File: config.mk
export PLATFORM = sky130hd
export DESIGN_NAME = alu_result_pager
export DESIGN_NICKNAME = d
export VERILOG_FILES = /design/src/rtl/pager_pkg.sv /design/src/rtl/key_debounce.sv /design/src/rtl/seg7.sv /design/src/rtl/alu_result_pager.sv
export SDC_FILE = /design/constraint.sdc
export NUM_CORES = 1
export LEC_CHECK = 0
export CAP_MARGIN = 20
export CORE_ASPECT_RATIO = 1.25
export CORE_MARGIN = 4
export CORE_UTILIZATION = 25
export DETAILED_ROUTE_END_ITERATION = 10
export GPL_ROUTABILITY_DRIVEN = 0
export HOLD_SLACK_MARGIN = 0.05
export PLACE_DENSITY_LB_ADDON = 0.3
export REMOVE_ABC_BUFFERS = 1
export SLEW_MARGIN = 0
export SYNTH_ARGS = -nofsm -noshare
export SYNTH_HDL_FRONTEND = slang
export SYNTH_HIERARCHICAL = 1
export SYNTH_SLANG_ARGS = --single-unit
File: constraint.sdc
create_clock -name clock -period 3.59 [get_ports clock]
set_clock_uncertainty 0.2 [all_clocks]
set_input_delay 0.359 -clock clock [delete_from_list [all_inputs] [get_ports clock]]
set_output_delay 0.359 -clock clock [all_outputs]
set_load 0.05 [all_outputs]
File: src/rtl/pager_pkg.sv
// Shared types and constants for the ALU result pager.
//   pager_state_e : EMPTY (nothing captured yet) / SHOW (holding a result)
//   alu_result_t  : captured ALU result payload (data + {z,o,c,n} flags)
//   BLANK/GLYPH_* : active-low seven-segment patterns used by the pager
package pager_pkg;

  localparam int unsigned DATA_W = 32;
  localparam int unsigned FLAG_W = 4;
  localparam int unsigned SEG_W  = 7;
  localparam int unsigned NIB_W  = 4;

  // Bit positions inside the flags nibble
  localparam int unsigned FLAG_Z = 3;
  localparam int unsigned FLAG_O = 2;
  localparam int unsigned FLAG_C = 1;
  localparam int unsigned FLAG_N = 0;

  localparam logic [SEG_W-1:0] BLANK   = 7'h7F;
  localparam logic [SEG_W-1:0] GLYPH_L = 7'b1000111;
  localparam logic [SEG_W-1:0] GLYPH_H = 7'b0001001;

  typedef enum logic {
    EMPTY = 1'b0,
    SHOW  = 1'b1
  } pager_state_e;

  typedef struct packed {
    logic [DATA_W-1:0] data;
    logic [FLAG_W-1:0] flags;
  } alu_result_t;

endpackage

File: src/rtl/key_debounce.sv
// Synchronizes and debounces an active-low push button and emits a
// one-cycle pulse when the debounced level falls (button pressed).
//   clock, reset : system clock, async active-high reset
//   key_n        : raw button, asynchronous to clock
//   press        : registered one-cycle pulse per accepted press
module key_debounce #(
  parameter int unsigned DEBOUNCE_CYCLES = 16,
  parameter int unsigned CNT_W           = 32
) (
  input  logic clock,
  input  logic reset,
  input  logic key_n,
  output logic press
);

  localparam logic [CNT_W-1:0] LAST = CNT_W'(DEBOUNCE_CYCLES - 1);

  logic [1:0]       sync_q;
  logic             deb_q;
  logic [CNT_W-1:0] cnt_q;

  // Two-flop synchronizer, stability counter and falling-edge pulse
  always_ff @(posedge clock or posedge reset) begin
    if (reset) begin
      sync_q <= 2'b11;
      deb_q  <= 1'b1;
      cnt_q  <= '0;
      press  <= 1'b0;
    end else begin
      sync_q <= {sync_q[0], key_n};
      press  <= 1'b0;
      if (sync_q[1] != deb_q) begin
        if (cnt_q == LAST) begin
          deb_q <= sync_q[1];
          cnt_q <= '0;
          // Old level 1 means the new level is 0: a press
          press <= deb_q;
        end else begin
          cnt_q <= cnt_q + CNT_W'(1);
        end
      end else begin
        cnt_q <= '0;
      end
    end
  end

endmodule

File: src/rtl/seg7.sv
// Hex nibble to active-low seven-segment decoder (bit 6 = g ... bit 0 = a).
//   nibble : value to display
//   seg_c  : combinational segment drive, 0 = segment lit
module seg7
  import pager_pkg::*;
(
  input  logic [NIB_W-1:0] nibble,
  output logic [SEG_W-1:0] seg_c
);

  always_comb begin
    seg_c = BLANK;
    case (nibble)
      4'h0: seg_c = 7'h40;
      4'h1: seg_c = 7'h79;
      4'h2: seg_c = 7'h24;
      4'h3: seg_c = 7'h30;
      4'h4: seg_c = 7'h19;
      4'h5: seg_c = 7'h12;
      4'h6: seg_c = 7'h02;
      4'h7: seg_c = 7'h78;
      4'h8: seg_c = 7'h00;
      4'h9: seg_c = 7'h10;
      4'hA: seg_c = 7'h08;
      4'hB: seg_c = 7'h03;
      4'hC: seg_c = 7'h46;
      4'hD: seg_c = 7'h21;
      4'hE: seg_c = 7'h06;
      4'hF: seg_c = 7'h0E;
      default: seg_c = BLANK;
    endcase
  end

endmodule

File: src/rtl/alu_result_pager.sv
// Captures one ALU result through valid/ready and pages it across the
// DE1-SoC seven-segment displays.
//   clock, reset       : system clock, async active-high reset
//   res_valid/res_data/res_flags/res_ready : result handshake ({z,o,c,n})
//   page_key_n         : raw active-low KEY for manual paging
//   auto_en            : enable periodic page toggling
//   hold               : freeze the held value and refuse new results
//   HEX0..HEX5         : registered active-low segment drives
//   page               : 0 = low half shown, 1 = high half shown
module alu_result_pager
  import pager_pkg::*;
#(
  parameter int unsigned DEBOUNCE_CYCLES = 16,
  parameter int unsigned SCROLL_TICKS    = 50_000_000,
  parameter int unsigned CNT_W           = 32
) (
  input  logic              clock,
  input  logic              reset,
  input  logic              res_valid,
  input  logic [DATA_W-1:0] res_data,
  input  logic [FLAG_W-1:0] res_flags,
  output logic              res_ready,
  input  logic              page_key_n,
  input  logic              auto_en,
  input  logic              hold,
  output logic [SEG_W-1:0]  HEX0,
  output logic [SEG_W-1:0]  HEX1,
  output logic [SEG_W-1:0]  HEX2,
  output logic [SEG_W-1:0]  HEX3,
  output logic [SEG_W-1:0]  HEX4,
  output logic [SEG_W-1:0]  HEX5,
  output logic              page
);

  localparam logic [CNT_W-1:0] LAST_TICK = CNT_W'(SCROLL_TICKS - 1);
  localparam int unsigned      HALF_W    = DATA_W / 2;
  localparam int unsigned      DIGITS    = HALF_W / NIB_W;

  pager_state_e     state_q, state_d;
  alu_result_t      result_q;
  logic [CNT_W-1:0] scroll_q;
  logic             press;
  logic             capture;
  logic             showing;
  logic             scroll_run;
  logic             scroll_tick;
  logic [HALF_W-1:0] half;
  logic [FLAG_W-1:0] flag_nib;
  logic [SEG_W-1:0]  digit_seg [DIGITS];
  logic [SEG_W-1:0]  flag_seg;

  key_debounce #(
    .DEBOUNCE_CYCLES(DEBOUNCE_CYCLES),
    .CNT_W          (CNT_W)
  ) u_key (
    .clock (clock),
    .reset (reset),
    .key_n (page_key_n),
    .press (press)
  );

  assign showing     = (state_q == SHOW);
  assign capture     = res_valid & res_ready;
  assign scroll_run  = showing & auto_en & ~hold;
  assign scroll_tick = scroll_run & (scroll_q == LAST_TICK);

  // State register
  always_ff @(posedge clock or posedge reset) begin
    if (reset) state_q <= EMPTY;
    else       state_q <= state_d;
  end

  // Next state: any accepted result moves to (or stays in) SHOW
  always_comb begin
    state_d = state_q;
    if (capture) state_d = SHOW;
  end

  // Ready follows hold once something is shown; EMPTY always accepts
  always_comb begin
    res_ready = 1'b1;
    if (state_q == SHOW) res_ready = ~hold;
  end

  // Capture register, page bit and scroll counter; capture outranks paging
  always_ff @(posedge clock or posedge reset) begin
    if (reset) begin
      result_q <= '0;
      page     <= 1'b0;
      scroll_q <= '0;
    end else if (capture) begin
      result_q <= '{data: res_data, flags: res_flags};
      page     <= 1'b0;
      scroll_q <= '0;
    end else if (showing && (press || scroll_tick)) begin
      page     <= ~page;
      scroll_q <= '0;
    end else if (scroll_run) begin
      scroll_q <= scroll_q + CNT_W'(1);
    end
  end

  assign half     = page ? result_q.data[DATA_W-1:HALF_W] : result_q.data[HALF_W-1:0];
  assign flag_nib = {result_q.flags[FLAG_Z], result_q.flags[FLAG_O],
                     result_q.flags[FLAG_C], result_q.flags[FLAG_N]};

  for (genvar i = 0; i < DIGITS; i++) begin : g_digit
    seg7 u_digit (
      .nibble (half[i*NIB_W +: NIB_W]),
      .seg_c  (digit_seg[i])
    );
  end

  seg7 u_flags (
    .nibble (flag_nib),
    .seg_c  (flag_seg)
  );

  // Display registers: blank until a result has been captured
  always_ff @(posedge clock or posedge reset) begin
    if (reset) begin
      HEX0 <= BLANK;
      HEX1 <= BLANK;
      HEX2 <= BLANK;
      HEX3 <= BLANK;
      HEX4 <= BLANK;
      HEX5 <= BLANK;
    end else if (!showing) begin
      HEX0 <= BLANK;
      HEX1 <= BLANK;
      HEX2 <= BLANK;
      HEX3 <= BLANK;
      HEX4 <= BLANK;
      HEX5 <= BLANK;
    end else begin
      HEX0 <= digit_seg[0];
      HEX1 <= digit_seg[1];
      HEX2 <= digit_seg[2];
      HEX3 <= digit_seg[3];
      HEX4 <= flag_seg;
      HEX5 <= page ? GLYPH_H : GLYPH_L;
    end
  end

endmodule

# Yosys cells after proc, flatten, opt, wreduce, memory -nomap -nowiden

Memories as Yosys holds them, arrays and structs flattened.
Cells that the tools add are included.
W data, S select, Z words.

Add/subtract/negate cells: 2
$mul: 0
Div/mod/pow operators: 0
$lt $le $gt $ge: 0
Equal/unequal tests: 3
Shift-type cells: 0
Multiplexer cells: 18
Bitwise operators: 6
Reduce and logical (&&, ||, !) cells: 5

Operator list:

| kind                    | number |
|---|---|
| $mux W32                | 5 |
| $add A32 B1 Y32 const B | 2 |
| $mux W7                 | 7 |
| $eq A32 B26 Y1 const B  | 1 |
| $eq A32 B4 Y1 const B   | 1 |
| $mux W16                | 1 |
| $mux W1                 | 5 |
| $and A1 B1 Y1           | 4 |
| $reduce_bool A3 Y1      | 1 |
| $not A1 Y1              | 2 |
| $reduce_and A2 Y1       | 1 |
| $reduce_bool A2 Y1      | 1 |
| $logic_and A1 B1 Y1     | 1 |
| $logic_or A1 B1 Y1      | 1 |
| $ne A1 B1 Y1            | 1 |

Flip-flop bits (word level): 148
Bits in latches: 0
Bits in writable memories: 0
Memory bits (read-only): 560
Word-level logic and storage cells: 54
Memories: 5

Memories:

| name             | words | bits a word | read ports | clocked after Yosys merged registers in | write ports | line       | text |
|---|---|---|---|---|---|---|---|
| (name not given) | 16    | 7           | 1          | 0                                       | 0           | seg7.sv:13 | `case (nibble)` |
| (name not given) | 16    | 7           | 1          | 0                                       | 0           | seg7.sv:13 |  |
| (name not given) | 16    | 7           | 1          | 0                                       | 0           | seg7.sv:13 |  |
| (name not given) | 16    | 7           | 1          | 0                                       | 0           | seg7.sv:13 |  |
| (name not given) | 16    | 7           | 1          | 0                                       | 0           | seg7.sv:13 |  |

# Depth between registers and ports, before layout

Gate-level depths: netlist of run 1.

Word-level depth: 7
Depth in mapped cells: 9
Mapped depth without buffers: 7

# Cells and area by module

Netlist of run 1, hierarchy kept.

Modules (own cells, without submodules):

| module           | instances | cells an instance | area an instance (µm²) |
|---|---|---|---|
| alu_result_pager | 1         | 365               | 4591.9 |
| key_debounce     | 1         | 186               | 1851.8 |
| seg7             | 5         | 32                | 275.3 |

# Worst setup path before layout of run 1

Ideal clock, no wire load.

Path kind: reg2reg
From: reg page
To: reg HEX3[0]
Arrival time: 2.791 ns
Setup slack: 0.535 ns
Cell stages (with the launch flop): 10
Path buffers: 2
Period minus slack after synthesis: 3.055 ns
Cells stage by stage: dfrtp_1 > clkbuf_1 > clkbuf_1 > mux2_2 > inv_1 > ha_1 > and2b_2 > or3b_1 > o21ai_0 > nand2b_1

RTL lines:

| element                | line                    | text |
|---|---|---|
| start, declared        | alu_result_pager.sv:32  | `output logic page` |
| start signal, assigned | alu_result_pager.sv:96  | `page <= ~page;` |
| end signal, assigned   | alu_result_pager.sv:139 | `HEX3 <= digit_seg[3];` |
| end, declared          | alu_result_pager.sv:29  | `output logic [SEG_W-1:0] HEX3,` |

# Worst setup path after layout of run 1

From: reg page
To: out page

No word-level cell between the ends.

==> results of run 1 <==
-- what timing repair did --
action                    in CTS  in global routing
hold endpoints to repair       4                  0
hold buffers                   1                  0
setup buffers                  0                  0
-- area by class of cell --
class                      count  area [um^2]
clock buffer                  20          467
clock inverter                12          154
fill                        3117        21300
inverter                      21         81.3
multi-input combinational    503         3810
sequential                   144         3660
tap                          407          509
timing repair buffer          98          948
-- state kept, by name, summed over array words and instances, names as in the netlist --
signal and count:
HEX2 7, u_key/deb_q 1, scroll_q 32, showing 1, result_q 32, HEX0 7
u_key/sync_q 2, HEX5 3, HEX4 7, HEX3 7, flag_nib 4, u_key/press 1
HEX1 7, page 1, u_key/cnt_q 32
-- per-stage QoR --
step | std cells | hold slack, ns | cell area, um^2
after floorplan | 668 | 0.145 | 7540
after global placement | 1172 | 0.157 | 8990
after detailed placement | 1172 | 0.161 | 8990
after CTS | 1205 | 0.120 | 9630
after global routing | 1205 | 0.121 | 9630
final | 1205 | 0.143 | 9630
-- placed cells by master (no fill, tap or decap), drive strengths merged, types with 7 or more instances in the layout --
| cell | n |
|---|---|
| a21oi | 23 |
| a22o | 10 |
| and3 | 10 |
| and4 | 8 |
| buf | 13 |
| clkbuf | 20 |
| clkdlybuf4s50 | 84 |
| dfrtp | 103 |
| dfstp | 41 |
| ha | 37 |
| inv | 22 |
| mux2 | 58 |
| mux2i | 21 |
| nand2 | 29 |
| nand2b | 36 |
| nand3 | 22 |
| nand4 | 25 |
| nor2 | 78 |
| nor3 | 7 |
| nor4 | 11 |
| o21ai | 15 |
| o31ai | 15 |
| or4 | 15 |
| xnor2 | 16 |
| xor2 | 29 |
-- cell usage after synthesis (5+ instances only) --
master | count | area, um^2
and4_1 | 8 | 70.1
ha_1 | 37 | 463
a22o_1 | 10 | 87.6
inv_1 | 21 | 78.8
and3_1 | 10 | 62.6
nor3_1 | 7 | 35.0
or4_1 | 13 | 97.6
xnor2_1 | 16 | 140
or3b_1 | 5 | 43.8
nand2_1 | 29 | 109
or3_1 | 5 | 31.3
dfstp_2 | 41 | 1080
buf_2 | 14 | 70.1
clkbuf_1 | 11 | 41.3
a21oi_1 | 22 | 110
nor4_1 | 10 | 62.6
dfrtp_1 | 103 | 2580
o21ai_0 | 14 | 70.1
xor2_1 | 29 | 254
a32o_1 | 5 | 50.1
mux2_2 | 58 | 653
nor2_1 | 78 | 293
nand3_1 | 20 | 100
nand2b_1 | 36 | 225
mux4_1 | 5 | 131
o31ai_1 | 14 | 105
buf_4 | 7 | 52.6
nand4_1 | 25 | 156
buf_6 | 10 | 113
mux2i_1 | 21 | 210
and2b_2 | 5 | 43.8
-- path summary, 6_finish.rpt --
path | start | endpoint | slack, ns
setup / recovery | page$_DFFE_PP0P_ | page | 0.97
hold / removal | page_key_n | u_key/sync_q[0]$_DFF_PP1_ | 0.14
setup reg to reg | page$_DFFE_PP0P_ | HEX0[0]$_DFF_PP1_ | 1.00
hold reg to reg | u_key/sync_q[0]$_DFF_PP1_ | u_key/sync_q[1]$_DFF_PP1_ | 0.18
max in group asynchronous | reset | HEX2[5]$_DFF_PP1_ | 1.45
min in group asynchronous | reset | u_key/cnt_q[0]$_DFF_PP0_ | 0.57
-- cells by family after synthesis --
kind of cell | count (synthesis) | synth area share
AO/OA/AOI/OAI | 68 | 0.0574
XOR/XNOR | 45 | 0.0504
adder cells (fa/ha/maj) | 37 | 0.0592
buffers and inverters | 64 | 0.0461
flip-flops | 144 | 0.467
multiplexers | 84 | 0.127
other | 1 | 0.000480
AND/OR/NAND/NOR | 268 | 0.192
-- critical path, cell delays in order (launching register included) --
cell and delay [ns]:
dfrtp_1 0.44, buf_4 0.31, clkdlybuf4s50_1 0.87
-- routing by layer --
metal	vias to the layer above	global-route usage	share of wire
met5	-	0	0
met3	18	0.0263	0.032
met1	2680	0.131	0.45
li1	2647	-	-
met2	73	0.180	0.51
met4	0	0.0360	0.013
-- report_power, final --
group	switching [W]	leakage (nW)	internal, W
Clock	0.000706	0.299	0.00115
Sequential	0.0000889	1.78	0.00187
Combinational	0.000759	1.99	0.000527
Total	0.00155	4.06	0.00355
==> impl_metrics.csv, run 1 <==
group,metric,value,unit
worst_setup_path,crit_required,3.03,ns
sta,period_minus_slack,2.62,ns
sta,layout_setup_ws,0.970,ns
clocking,numCtsBuffers,17,
die,core_area,30900,um^2
yosys,postSynth.asyncResetShare,1.00,
yosys,ys_warn_count,6,
routing,drt_first_pass_iters,4,
power_and_ir_drop,peakVddDrop,0.000215,V
clocking,insertion_delay,0.42,ns
yosys,synthesis.instances,711,
global_route,first_global_vias,5504,
worst_setup_path,crit_fanout,16,
yosys,yosys_most_used_dff,"dfrtp_1",
sta,relSlewSlack,0.495,
clocking,cts_tree,"done",
clocking,cts_sinks,144,
global_route,grt_max_degree,57,
job,drv.max_cap_violation_count,0,
outcome,status,"completed",
clocking,htree_num_levels,4,
worst_hold_path,hold_depth,1,
yosys,avgSynthCellArea,11.0,um^2
sta,setup_tns,0,ns
routing,detail_route.iter0.violations,168,
cells_and_area,insertedDiodeCount,0,
yosys,syn_area,7820,um^2
routing,drc,0,
global_route,grt_pass1_wl,29000,um
yosys,synth.distinct_cells,48,
worst_hold_path,hold_path_class,"input port to register",
routing,ant_nets,0,
routing,via_per_inst,4.50,
placement,dpl.hpwl,12400,um
worst_setup_path,worstSetupEndpointType,"primary output",
sta,setup_violations,0,
power_and_ir_drop,p_leak,4.06,nW
die,dieArea,34200,um^2
worst_setup_path,start_kind,"register",
cells_and_area,syn_to_final_growth,23.1,%
sta,rsz0062_at_grt,"no",
worst_setup_path,crit_arrival,2.06,ns
clocking,cts_resized,0,
routing,post_drt_wl_per_cell,14.5,um
global_route,grt_usage,0.105,
cells_and_area,drive_gt1_frac,0.203,
sta,worst_slew_pin_slew,0.757,ns
sta,fmax,382,MHz
yosys,synth.yosys.seq_area_share,0.467,
placement,port_buffers,84,
sta,hold_viol,0,
worst_setup_path,path_class,"register to primary output",
die,die_h,206,um
placement,dp_slack,0.929,ns
die,rows,72,
routing,totalWireLength,17400,um
cells_and_area,fin_nets,864,
power_and_ir_drop,power,0.00510,W
worst_setup_path,reg2reg_depth,8,
sta,finalCritPeriodShare,0.730,
yosys,synth-seq-cells,144,
clocking,clk_pin_slew_worst_paths,0.06,ns
die,initial_core_util,0.253,
routing,route.vias.total,5418,
global_route,grt.overflow.total,0,
global_route,antenna_found_initial,0,
die,die_x,166,um
clocking,clock_path_buffers,2,
yosys,synth_edf_count,0,
die,pin_count,86,
sta,drv_slew,0,
cells_and_area,final_util,0.312,
power_and_ir_drop,cellPowerDensity,530,nW/um^2
clocking,root_buffer,"clkbuf_16",
Power figures use the tool's default switching activity.
==> inputs of run 2 (changes only) <==
==> constraint.sdc (replaced) <==
create_clock -name clock -period 2.1 [get_ports clock]
set_clock_uncertainty 0.2 [all_clocks]
set_input_delay 0.21 -clock clock [delete_from_list [all_inputs] [get_ports clock]]
set_output_delay 0.21 -clock clock [all_outputs]
set_load 0.05 [all_outputs]
==> impl_metrics.csv, run 2 (synthesis results as in run 1) <==
group,metric,value,unit
global_route,grt_max_degree,40,
worst_setup_path,path_class,"register to register",
placement,port_buffers,84,
global_route,use_met1,0.135,
clocking,cts_sinks,144,
clocking,clock_path_buffers,2,
global_route,use_met2,0.199,
cells_and_area,syn_to_final_growth,37.8,%
routing,route.vias.total,5844,
clocking,numCtsBuffers,17,
die,core_area,30900,um^2
global_route,busiest_layer,"met2",
clocking,htree_num_levels,4,
cells_and_area,fin_nets,963,
global_route,use_met3,0.0257,
worst_setup_path,start_kind,"register",
worst_setup_path,crit_fanout,4,
cells_and_area,final_common_cell,"buf_4",
power_and_ir_drop,p_clk_frac,0.336,
sta,relSlewSlack,0.657,
sta,finalCritPeriodShare,1.04,
power_and_ir_drop,p_leak,4.70,nW
routing,via_per_inst,4.48,
global_route,grt_usage,0.113,
sta,setup_violations,14,
routing,post_drt_wl_per_cell,14.6,um
cells_and_area,layout_common_cells,"buf_4 (108), dfrtp_1 (101), nor2_1 (75)",
die,pin_count,86,
sta,rsz0062_at_grt,"yes",
outcome,failed_checks,"negative setup slack",
global_route,grt.overflow.total,0,
routing,ant_nets,0,
clocking,clk_pin_slew_worst_paths,0.07,ns
power_and_ir_drop,combPwrFrac,0.293,
routing,detail_route.iter0.violations,176,
power_and_ir_drop,cellPowerDensity,838,nW/um^2
placement,dpl_cell_area,9620,um^2
die,die_h,206,um
worst_setup_path,crit_required,2.26,ns
clocking,cts_tree,"done",
power_and_ir_drop,power.internal,0.00615,W
cells_and_area,nFillCells,3102,
die,dieArea,34200,um^2
cells_and_area,drive_gt1_frac,0.375,
job,drv.max_cap_violation_count,0,
sta,fmax,456,MHz
worst_hold_path,hold_path_class,"register to register",
global_route,antenna_found_initial,0,
cells_and_area,reg.largest.list,"result_q: 32 flops, scroll_q: 32 flops, u_key/cnt_q: 32 flops",
sta,hold_viol,0,
cells_and_area,fin_area,10800,um^2
worst_setup_path,worstSetupEndpointType,"register",
power_and_ir_drop,power.share.sequential,0.371,
power_and_ir_drop,p_switching,0.00287,W
clocking,root_buffer,"clkbuf_16",
routing,totalWireLength,19100,um
worst_setup_path,crit_arrival,2.35,ns
routing,drc,0,
sta,drv_slew,0,
cells_and_area,insertedDiodeCount,0,
global_route,first_global_vias,6035,
die,initial_core_util,0.253,
die,die_x,166,um
power_and_ir_drop,peakVddDrop,0.000447,V
routing,drt_first_pass_iters,4,
global_route,grt_pass1_wl,31300,um
power_and_ir_drop,power,0.00902,W
placement,dpl.hpwl,13800,um
sta,layout_setup_ws,-0.0922,ns
clocking,insertion_delay,0.43,ns
outcome,status,"finished with violations",
power_and_ir_drop,switching_share,0.318,
sta,worst_slew_pin_slew,0.517,ns
sta,period_minus_slack,2.19,ns
die,rows,72,
-- run 2: cell count changes in the layout (fill, tap and decap cells not counted), moves of 8 or more --
cell and delta:
o21ai_0 -8, inv_1 -11, ha_4 +14, mux2_4 +12, ha_1 -20, clkdlybuf4s50_1 -43
buf_6 +17, mux2_2 -12, dlygate4sd2_1 +20, buf_4 +95
-- run 2: timing repair --
action                                  4_1_cts  5_1_grt
endpoints found under the setup margin       75       71
pin swaps                                    10        8
cloned                                        3        0
hold endpoints to repair                     24        0
resized for setup                           106       38
buffers inserted                              8        6
hold buffers                                  2        0
-- run 2: metrics by stage --
step / instances / setup WS (ns) / util / TNS, ns / hold WS (ns)
detailed placement: 1254 / -0.300 / 0.311 / -10.90 / 0.149
CTS: 1298 / -0.102 / 0.342 / -0.944 / 0.151
floorplan: 668 / -1.31 / - / -194.15 / 0.0145
global route: 1304 / -0.160 / 0.349 / -2.61 / 0.161
global placement: 1254 / -0.263 / 0.311 / -9.72 / 0.149
finish: 1304 / -0.0922 / 0.349 / -0.704 / 0.159
-- run 2: area by class of cell --
| cell class | count | area [um^2] | area share |
|---|---|---|---|
| Clock buffer | 18 | 429 | 0.0398 |
| Clock inverter | 14 | 159 | 0.0148 |
| Inverter | 21 | 104 | 0.00964 |
| Multi-Input combinational cell | 503 | 4130 | 0.384 |
| Sequential cell | 144 | 3660 | 0.339 |
| Tap cell | 407 | 509 | 0.0473 |
| Timing Repair Buffer | 197 | 1780 | 0.166 |
-- run 2: worst max-delay path, cell delays in order (launching register included) --
cell       delay, ns
dfrtp_2         0.47
clkbuf_16       0.19
mux2_4          0.36
inv_4           0.10
buf_6           0.10
ha_4            0.12
nor2_1          0.03
or3b_1          0.37
o21ai_1         0.08
nand2b_1        0.11
-- run 2: worst paths after layout --
kind | from | endpoint | slack (ns) | cells after the start
worst min-delay path | u_key/sync_q[0]$_DFF_PP1_ | u_key/sync_q[1]$_DFF_PP1_ | 0.16 | 0
worst min register to register | u_key/sync_q[0]$_DFF_PP1_ | u_key/sync_q[1]$_DFF_PP1_ | 0.16 | 0
min in group asynchronous | reset | result_q[4]$_DFFE_PP0P_ | 0.51 | 3
worst max register to register | page$_DFFE_PP0P_ | HEX3[0]$_DFF_PP1_ | -0.09 | 9
max in group asynchronous | reset | HEX2[0]$_DFF_PP1_ | 0.59 | 4
worst max-delay path | page$_DFFE_PP0P_ | HEX3[0]$_DFF_PP1_ | -0.09 | 9
-- run 2: layer usage --
layer	vias to the layer above	share of wire
li1	2852	-
met1	2882	0.43
met2	82	0.51
met3	28	0.030
met4	0	0.022
met5	-	0
-- run 2: power groups by stage --
stage / clock network, W / registers (W) / logic [W]
after floorplan: 0 / 0.00405 / 0.000889
after global placement: 0 / 0.00339 / 0.00242
after detailed placement: 0 / 0.00340 / 0.00243
after CTS: 0.00316 / 0.00335 / 0.00257
after global routing: 0.00327 / 0.00339 / 0.00286
final: 0.00303 / 0.00335 / 0.00265
